## src/rtl/wb_arbiter2.sv

```systemverilog
// Two-master round-robin Wishbone arbiter; grant registered (1 cycle), ACK/ERR/read data combinational.
// Grant held for the whole CYC tenure; hung strobes aborted by a watchdog ERR after TIMEOUT cycles.
module wb_arbiter2 #(
    parameter int TIMEOUT = 255
) (
    input  logic        clk,
    input  logic        rst,
    input  logic        m0_CYC,
    input  logic        m0_STB,
    input  logic        m0_WE,
    input  logic [13:0] m0_ADR,
    input  logic [31:0] m0_DAT_MOSI,
    input  logic [3:0]  m0_SEL,
    output logic        m0_ACK,
    output logic        m0_ERR,
    output logic [31:0] m0_DAT_MISO,
    input  logic        m1_CYC,
    input  logic        m1_STB,
    input  logic        m1_WE,
    input  logic [13:0] m1_ADR,
    input  logic [31:0] m1_DAT_MOSI,
    input  logic [3:0]  m1_SEL,
    output logic        m1_ACK,
    output logic        m1_ERR,
    output logic [31:0] m1_DAT_MISO,
    output logic        s_CYC,
    output logic        s_STB,
    output logic        s_WE,
    output logic [13:0] s_ADR,
    output logic [31:0] s_DAT_MOSI,
    output logic [3:0]  s_SEL,
    input  logic        s_ACK,
    input  logic [31:0] s_DAT_MISO,
    output logic [1:0]  gnt,
    output logic        timeout_stb
);

    localparam int WD_W = (TIMEOUT > 0) ? $clog2(TIMEOUT + 1) : 1;
    localparam logic [WD_W-1:0] WD_LAST = (TIMEOUT > 0) ? WD_W'(TIMEOUT - 1) : '0;

    typedef enum logic [1:0] {IDLE, G0, G1} state_t;

    state_t          state;
    state_t          state_nxt;
    logic            last;
    logic [WD_W-1:0] wd_cnt;
    logic            abort;
    logic            err_q;
    logic            g_stb;
    logic            grant_chg;
    logic            cnt_cond;
    logic            fire;

    // On a tie from IDLE the master that did not hold the bus last wins.
    always_comb begin
        state_nxt = state;
        unique case (state)
            IDLE: begin
                if (m0_CYC && m1_CYC) state_nxt = last ? G0 : G1;
                else if (m0_CYC)      state_nxt = G0;
                else if (m1_CYC)      state_nxt = G1;
            end
            G0: begin
                if (!m0_CYC) state_nxt = m1_CYC ? G1 : IDLE;
            end
            G1: begin
                if (!m1_CYC) state_nxt = m0_CYC ? G0 : IDLE;
            end
            default: state_nxt = IDLE;
        endcase
    end

    always_comb begin
        g_stb = 1'b0;
        if (state == G0) g_stb = m0_STB;
        if (state == G1) g_stb = m1_STB;
    end

    assign grant_chg = (state_nxt != state);
    assign cnt_cond  = g_stb && !s_ACK && !abort && (TIMEOUT != 0);
    assign fire      = cnt_cond && (wd_cnt == WD_LAST) && !grant_chg;

    always_ff @(posedge clk or posedge rst) begin
        if (rst) begin
            state  <= IDLE;
            last   <= 1'b1;
            wd_cnt <= '0;
            abort  <= 1'b0;
            err_q  <= 1'b0;
        end else begin
            state <= state_nxt;
            if (grant_chg && state_nxt == G0) last <= 1'b0;
            if (grant_chg && state_nxt == G1) last <= 1'b1;
            err_q <= fire;
            if (fire) begin
                abort  <= 1'b1;
                wd_cnt <= '0;
            end else begin
                if (abort && (!g_stb || grant_chg)) abort <= 1'b0;
                if (grant_chg || !g_stb || s_ACK) wd_cnt <= '0;
                else if (cnt_cond)                wd_cnt <= wd_cnt + 1'b1;
            end
        end
    end

    // Slave side and responses follow the registered grant; abort masks STB and ACK.
    always_comb begin
        s_CYC      = 1'b0;
        s_STB      = 1'b0;
        s_WE       = 1'b0;
        s_ADR      = '0;
        s_DAT_MOSI = '0;
        s_SEL      = '0;
        m0_ACK     = 1'b0;
        m1_ACK     = 1'b0;
        m0_ERR     = 1'b0;
        m1_ERR     = 1'b0;
        gnt        = 2'b00;
        unique case (state)
            G0: begin
                s_CYC      = m0_CYC;
                s_STB      = m0_STB && !abort;
                s_WE       = m0_WE;
                s_ADR      = m0_ADR;
                s_DAT_MOSI = m0_DAT_MOSI;
                s_SEL      = m0_SEL;
                m0_ACK     = s_ACK && m0_STB && !abort;
                m0_ERR     = err_q;
                gnt        = 2'b01;
            end
            G1: begin
                s_CYC      = m1_CYC;
                s_STB      = m1_STB && !abort;
                s_WE       = m1_WE;
                s_ADR      = m1_ADR;
                s_DAT_MOSI = m1_DAT_MOSI;
                s_SEL      = m1_SEL;
                m1_ACK     = s_ACK && m1_STB && !abort;
                m1_ERR     = err_q;
                gnt        = 2'b10;
            end
            default: ;
        endcase
    end

    assign m0_DAT_MISO = s_DAT_MISO;
    assign m1_DAT_MISO = s_DAT_MISO;
    assign timeout_stb = err_q;

endmodule

```

## config.mk

```make
export PLATFORM = sky130hd
export DESIGN_NAME = wb_arbiter2
export DESIGN_NICKNAME = d
export VERILOG_FILES = /design/src/rtl/wb_arbiter2.sv
export SDC_FILE = /design/constraint.sdc
export NUM_CORES = 1
export LEC_CHECK = 0
export BUFFER_PORTS_ARGS = -buffer_cell sky130_fd_sc_hd__buf_2
export CORE_MARGIN = 8
export CORE_UTILIZATION = 31
export DETAILED_ROUTE_END_ITERATION = 8
export PLACE_DENSITY = 0.78
export REMOVE_ABC_BUFFERS = 1
export SYNTH_ARGS = -nofsm -noshare
export SYNTH_HDL_FRONTEND = slang
export SYNTH_SLANG_ARGS = --single-unit
export TNS_END_PERCENT = 50
```

## constraint.sdc

```tcl
create_clock -name clk -period 1.8 [get_ports clk]
set_clock_uncertainty 0.1 [all_clocks]
set_input_delay 0.36 -clock clk [delete_from_list [all_inputs] [get_ports clk]]
set_output_delay 0.36 -clock clk [all_outputs]
set_load 0.01 [all_outputs]
```

---- Word level (Yosys, flattened, before mapping) ----
Index checks and enable logic that the tools add are counted.
storage, ports and cells
  flip-flop bits (word level) ............. 13
  logic and storage cells ................. 65
  output and inout port bits .............. 124
  input port bits ......................... 141
operators by class
  multiplexer cells ....................... 29
  add/sub/neg operators ................... 1
  eq/ne operators ......................... 6
  reductions and logical operators ........ 24
operator list
  cell                                                 count
  case mux 32 bit (2 select lines)                     1
  case mux 14 bit (2 select lines)                     1
  2-to-1 mux 8 bit                                     3
  logical AND 1 bit                                    14
  2-to-1 mux 2 bit                                     7
  2-to-1 mux 1 bit                                     11
  adder 8 x 1 -> 8 bit, second input constant          1
  equality test 8 bit, second input constant           1
  case mux 4 bit (2 select lines)                      1
  case mux 1 bit (2 select lines)                      3
  case mux 2 bit (3 select lines)                      1
  equality test 2 x 1 -> 1 bit, second input constant  2
  equality test 2 bit, second input constant           2
  zero test 1 bit                                      4
  case mux 2 bit (2 select lines)                      1
  nonzero test 2 bit                                   2
  nonzero test 3 bit                                   1
  zero test 2 bit                                      1
  logical OR 1 bit                                     2
  inequality test 2 bit                                1

---- Logic depth before layout (Yosys ltp) ----
  depth after elaboration ................. 9
  gate-level depth with buffers ........... 8
  mapped depth without buffers ............ 7

---- Worst setup path before layout ----
No wires, ideal clock.
  path kind ............................... register to output
  start point ............................. reg state[0]
  end point ............................... out s_STB
  path buffers ............................ 2
  arrival time ............................ 1.695 ns
  required time ........................... 1.340 ns
  slack ................................... -0.355 ns
  cell stages (with the launch flop) ...... 7
  cell sequence ........................... dfrtp_1 > inv_1 > ha_1 > buf_2 > buf_1 > a21oi_1 > nor3b_1
between the ends
  word-level cells in the longest chain between the ends .. 2
  elaborated cells between the ends (all ways) .. 3
  those cells by class .................... 2 x eq/ne; 1 x mux
ends and longest elaborated chain
  item                                                                 line  RTL
  start, declared                                                      43    state_t state;
  start signal, assigned                                               91    state <= state_nxt;
  equality test 2 bit or equality test 2 x 1 -> 1 bit (tied branches)  119   unique case (state)
  case mux 1 bit (2 select lines) *                                    119
  end, declared                                                        27    output logic s_STB,
Mark *: on every way between the ends. The rest lies on a longest branch, timed or not.

---- Final worst setup path ----
  start point ............................. reg state[0]
  end point ............................... out s_DAT_MOSI[15]
between the ends
  word-level cells in the longest chain between the ends .. 2
  elaborated cells between the ends (all ways) .. 3
  those cells by class .................... 2 x eq/ne; 1 x mux
ends and longest elaborated chain
  item                                                                 line  RTL
  equality test 2 bit or equality test 2 x 1 -> 1 bit (tied branches)  119
  case mux 32 bit (2 select lines) *                                   119
  end, declared                                                        30    output logic [31:0] s_DAT_MOSI,
Marks and branches as above.

==> impl_metrics.py <==
metrics = {
    "run_status": {
        "status": "complete, but fails checks",
        "violations": "negative setup slack",
    },
    "setup_path": {
        "crit_buf_inv": 4,
        "crit_slowest_cell": "dfrtp_2",
        "crit_fanout": 9,
        "crit_type": "reg -> out",
        "r2r-end": "wd_cnt[2]",
        "crit_chain": "buf_4 -> ha_4 -> buf_12 -> a22oi_2 -> nor2b_1 -> buf_4 -> buf_2",
        "r2r_start": "state[0]",
        "crit_arrival_ns": 1.72,
        "cpMostUsedCell": "buf_4",
        "startpoint_type": "flop",
        "required_ns": 1.34,
        "regToRegSetupSlack_ns": -0.33,
        "end_kind": "primary output",
        "reg2reg_depth": 9,
        "max_stage_delay_ns": 0.45,
        "critical_path.top_delay_family": "buffers and inverters",
    },
    "placed_design": {
        "hpwl_mm": 11.8,
        "gp_congestion": 0.993,
        "pre_cts_ws_ns": -0.248,
        "io_buffers": 168,
    },
    "global_routing": {
        "antenna_found_initial": 0,
        "grt_pass1_wl_mm": 18.9,
        "gr-total-overflow": 0,
        "track_usage_pct": 25.1,
        "grt_start_max_net_pins": 29,
        "grt_pass1_vias": 2894,
    },
    "drt": {
        "postRouteAntennaNets": 0,
        "finalWirelength_mm": 15.0,
        "vias": 2886,
        "via_per_inst": 5.38,
        "drt-pass1-iter-count": 4,
        "avgRoutedWirePerCell_um": 28.0,
        "drt_iter0_drc": 162,
        "post-route-drc-count": 0,
    },
    "cts": {
        "clk_pin_slew_ns": 0.06,
        "htree_levels": 1,
        "cts_tree": "done",
        "cts_sinks": 13,
        "root_buffer": "clkbuf_8",
        "cts_buffer_depth": 2,
        "clk_latency_ns": 0.25,
        "numCtsBuffers": 3,
        "cts_hold_buf": 0,
    },
    "sta": {
        "relSlewSlack_pct": 63.9,
        "setup_ws_ns": -0.380,
        "slew_viol_final": 0,
        "tightestPinTransition_ns": 0.540,
        "final_hold_viol_count": 0,
        "setup_viol_count_final": 70,
        "fin_crit_sh_pct": 121,
        "max_freq_mhz": 459,
        "tns_ns": -20.73,
        "rsz0062_at_grt": "yes",
        "fin_crit_ns": 2.18,
        "whs_ns": 0.0480,
    },
    "synth": {
        "syn_area_um2": 2290,
        "synthDistinctLibCells": 41,
        "synth_seq_area_share_pct": 14.2,
        "synthArstFlopShare_pct": 100,
        "ys_seq_elements": 13,
        "avgSynthCellArea_um2": 7.77,
        "syn_inst": 295,
        "ys_warn_count": 0,
        "synthFlopType": "dfrtp_1",
        "synth-edff-count": 0,
    },
    "die": {
        "core_area_um2": 7210,
        "dieArea_um2": 10400,
        "die_h_um": 102,
        "ioPinCount": 265,
        "die_width_um": 102,
        "rows": 31,
        "initial_core_util_pct": 31.8,
    },
    "layout": {
        "regArea_um2": 328,
        "drive_above_1_share_pct": 74.8,
        "nFillCells": 658,
        "area_delta_synth_final_pct": 74.6,
        "diodes": 0,
        "multiInputGateArea_um2": 1910,
        "final_nets": 587,
    },
    "flow_run": {
        "drv_cap": 0,
    },
    "power_and_ir_drop": {
        "vdd_drop_max_uv": 648,
        "power_leakage_nw": 1.82,
        "p_per_area_nw_per_um2": 1540,
    },
    "hold_path": {
        "hold_class": "in -> async",
    },
}
## per-stage QoR
step	cell area [um2]	utilization (%)	instances	total power, mW
2_1_floorplan	1740	-	212	2.32
3_3_place_gp	3050	42.3	515	4.08
3_5_place_dp	3050	42.3	515	4.14
4_1_cts	3450	47.8	527	5.08
5_1_grt	4010	55.5	536	6.48
6_report	4010	55.5	536	6.15
## synthesized netlist by cell type, types with 4 or more instances
library cell / number / area, um2
buf_4: 64 / 480
nor2b_1: 54 / 338
a22oi_1: 52 / 390
dfrtp_1: 12 / 300
nand2_1: 12 / 45.0
buf_1: 11 / 41.3
nor2_1: 9 / 33.8
ha_1: 8 / 100
inv_1: 7 / 26.3
nor3_1: 7 / 35.0
a21oi_1: 6 / 30.0
clkbuf_1: 6 / 22.5
and2_1: 4 / 25.0
xor2_1: 4 / 35.0
## cell usage in the layout, fill, tap and decap left out, types with 3 or more instances in the layout
| cell | n |
|---|---|
| clkbuf_8 | 3 |
| nand2_1 | 11 |
| nor2b_1 | 39 |
| nor2b_4 | 3 |
| a21oi_1 | 3 |
| nor2_1 | 9 |
| inv_1 | 5 |
| a22oi_2 | 50 |
| buf_4 | 29 |
| nor2b_2 | 12 |
| ha_4 | 6 |
| xor2_1 | 4 |
| and2_4 | 4 |
| or3_1 | 3 |
| clkbuf_16 | 5 |
| buf_2 | 155 |
| nor3_4 | 4 |
| nand4b_1 | 3 |
| a21oi_2 | 3 |
| buf_6 | 21 |
| dfrtp_1 | 11 |
| buf_12 | 8 |
## layer usage
layer	GRT usage, %	share of wire [%]
met1	31.2	41
met2	37.1	44
met3	13.0	13
met4	4.85	2.0
met5	6.12	0.46
## worst max path at each step
stage             start              to  slack, ns  depth (start not counted)
6_report       state[0]  s_DAT_MOSI[15]      -0.38                          7
5_1_grt        state[0]  s_DAT_MOSI[30]      -0.43                          7
4_1_cts        state[0]  s_DAT_MOSI[30]      -0.36                          7
3_5_place_dp   state[0]       wd_cnt[2]      -0.25                          7
3_3_place_gp   state[1]       wd_cnt[6]      -0.16                          9
2_1_floorplan  state[0]       wd_cnt[3]      -1.08                          7
## cells by family after synthesis
kind of cell	after synthesis	synth area share, %
multiplexers	1	0.436
flip-flops	13	14.2
AO/OA/AOI/OAI	71	25.3
adder cells (fa/ha/maj)	8	4.36
buffers and inverters	90	25.3
AND/OR/NAND/NOR	107	28.4
XOR/XNOR	5	1.91
## layout make-up
cell class	count	area share, %
multi-input combinational	192	47.6
timing repair buffer	221	39.3
sequential	13	8.18
tap	99	3.09
clock buffer	4	1.12
inverter	7	0.719
## registers in the layout, summed over array words and instances (netlist names)
signal       cells
abort            1
last             1
state            2
timeout_stb      1
wd_cnt           8
## where the power goes
part | switching, mW | internal (mW)
logic | 2.63 | 2.86
registers | 0.0444 | 0.341
clock network | 0.115 | 0.157
## worst reg2reg max path: cells and delay by family, from the launching register on
family | cells | cell delay (ns)
flip-flops | 1 | 0.45
AND/OR/NAND/NOR | 2 | 0.34
buffers and inverters | 3 | 0.43
adder cells (fa/ha/maj) | 1 | 0.16
AO/OA/AOI/OAI | 3 | 0.55
## timing repair
| item | CTS | global route |
|---|---|---|
| pin swaps | 5 | 22 |
| setup buffers | 6 | 10 |
| gates resized for setup | 55 | 90 |
| endpoints found under the setup margin | 69 | 72 |
| cloned | 2 | 5 |
No activity file was read; power rests on OpenSTA's default activity.
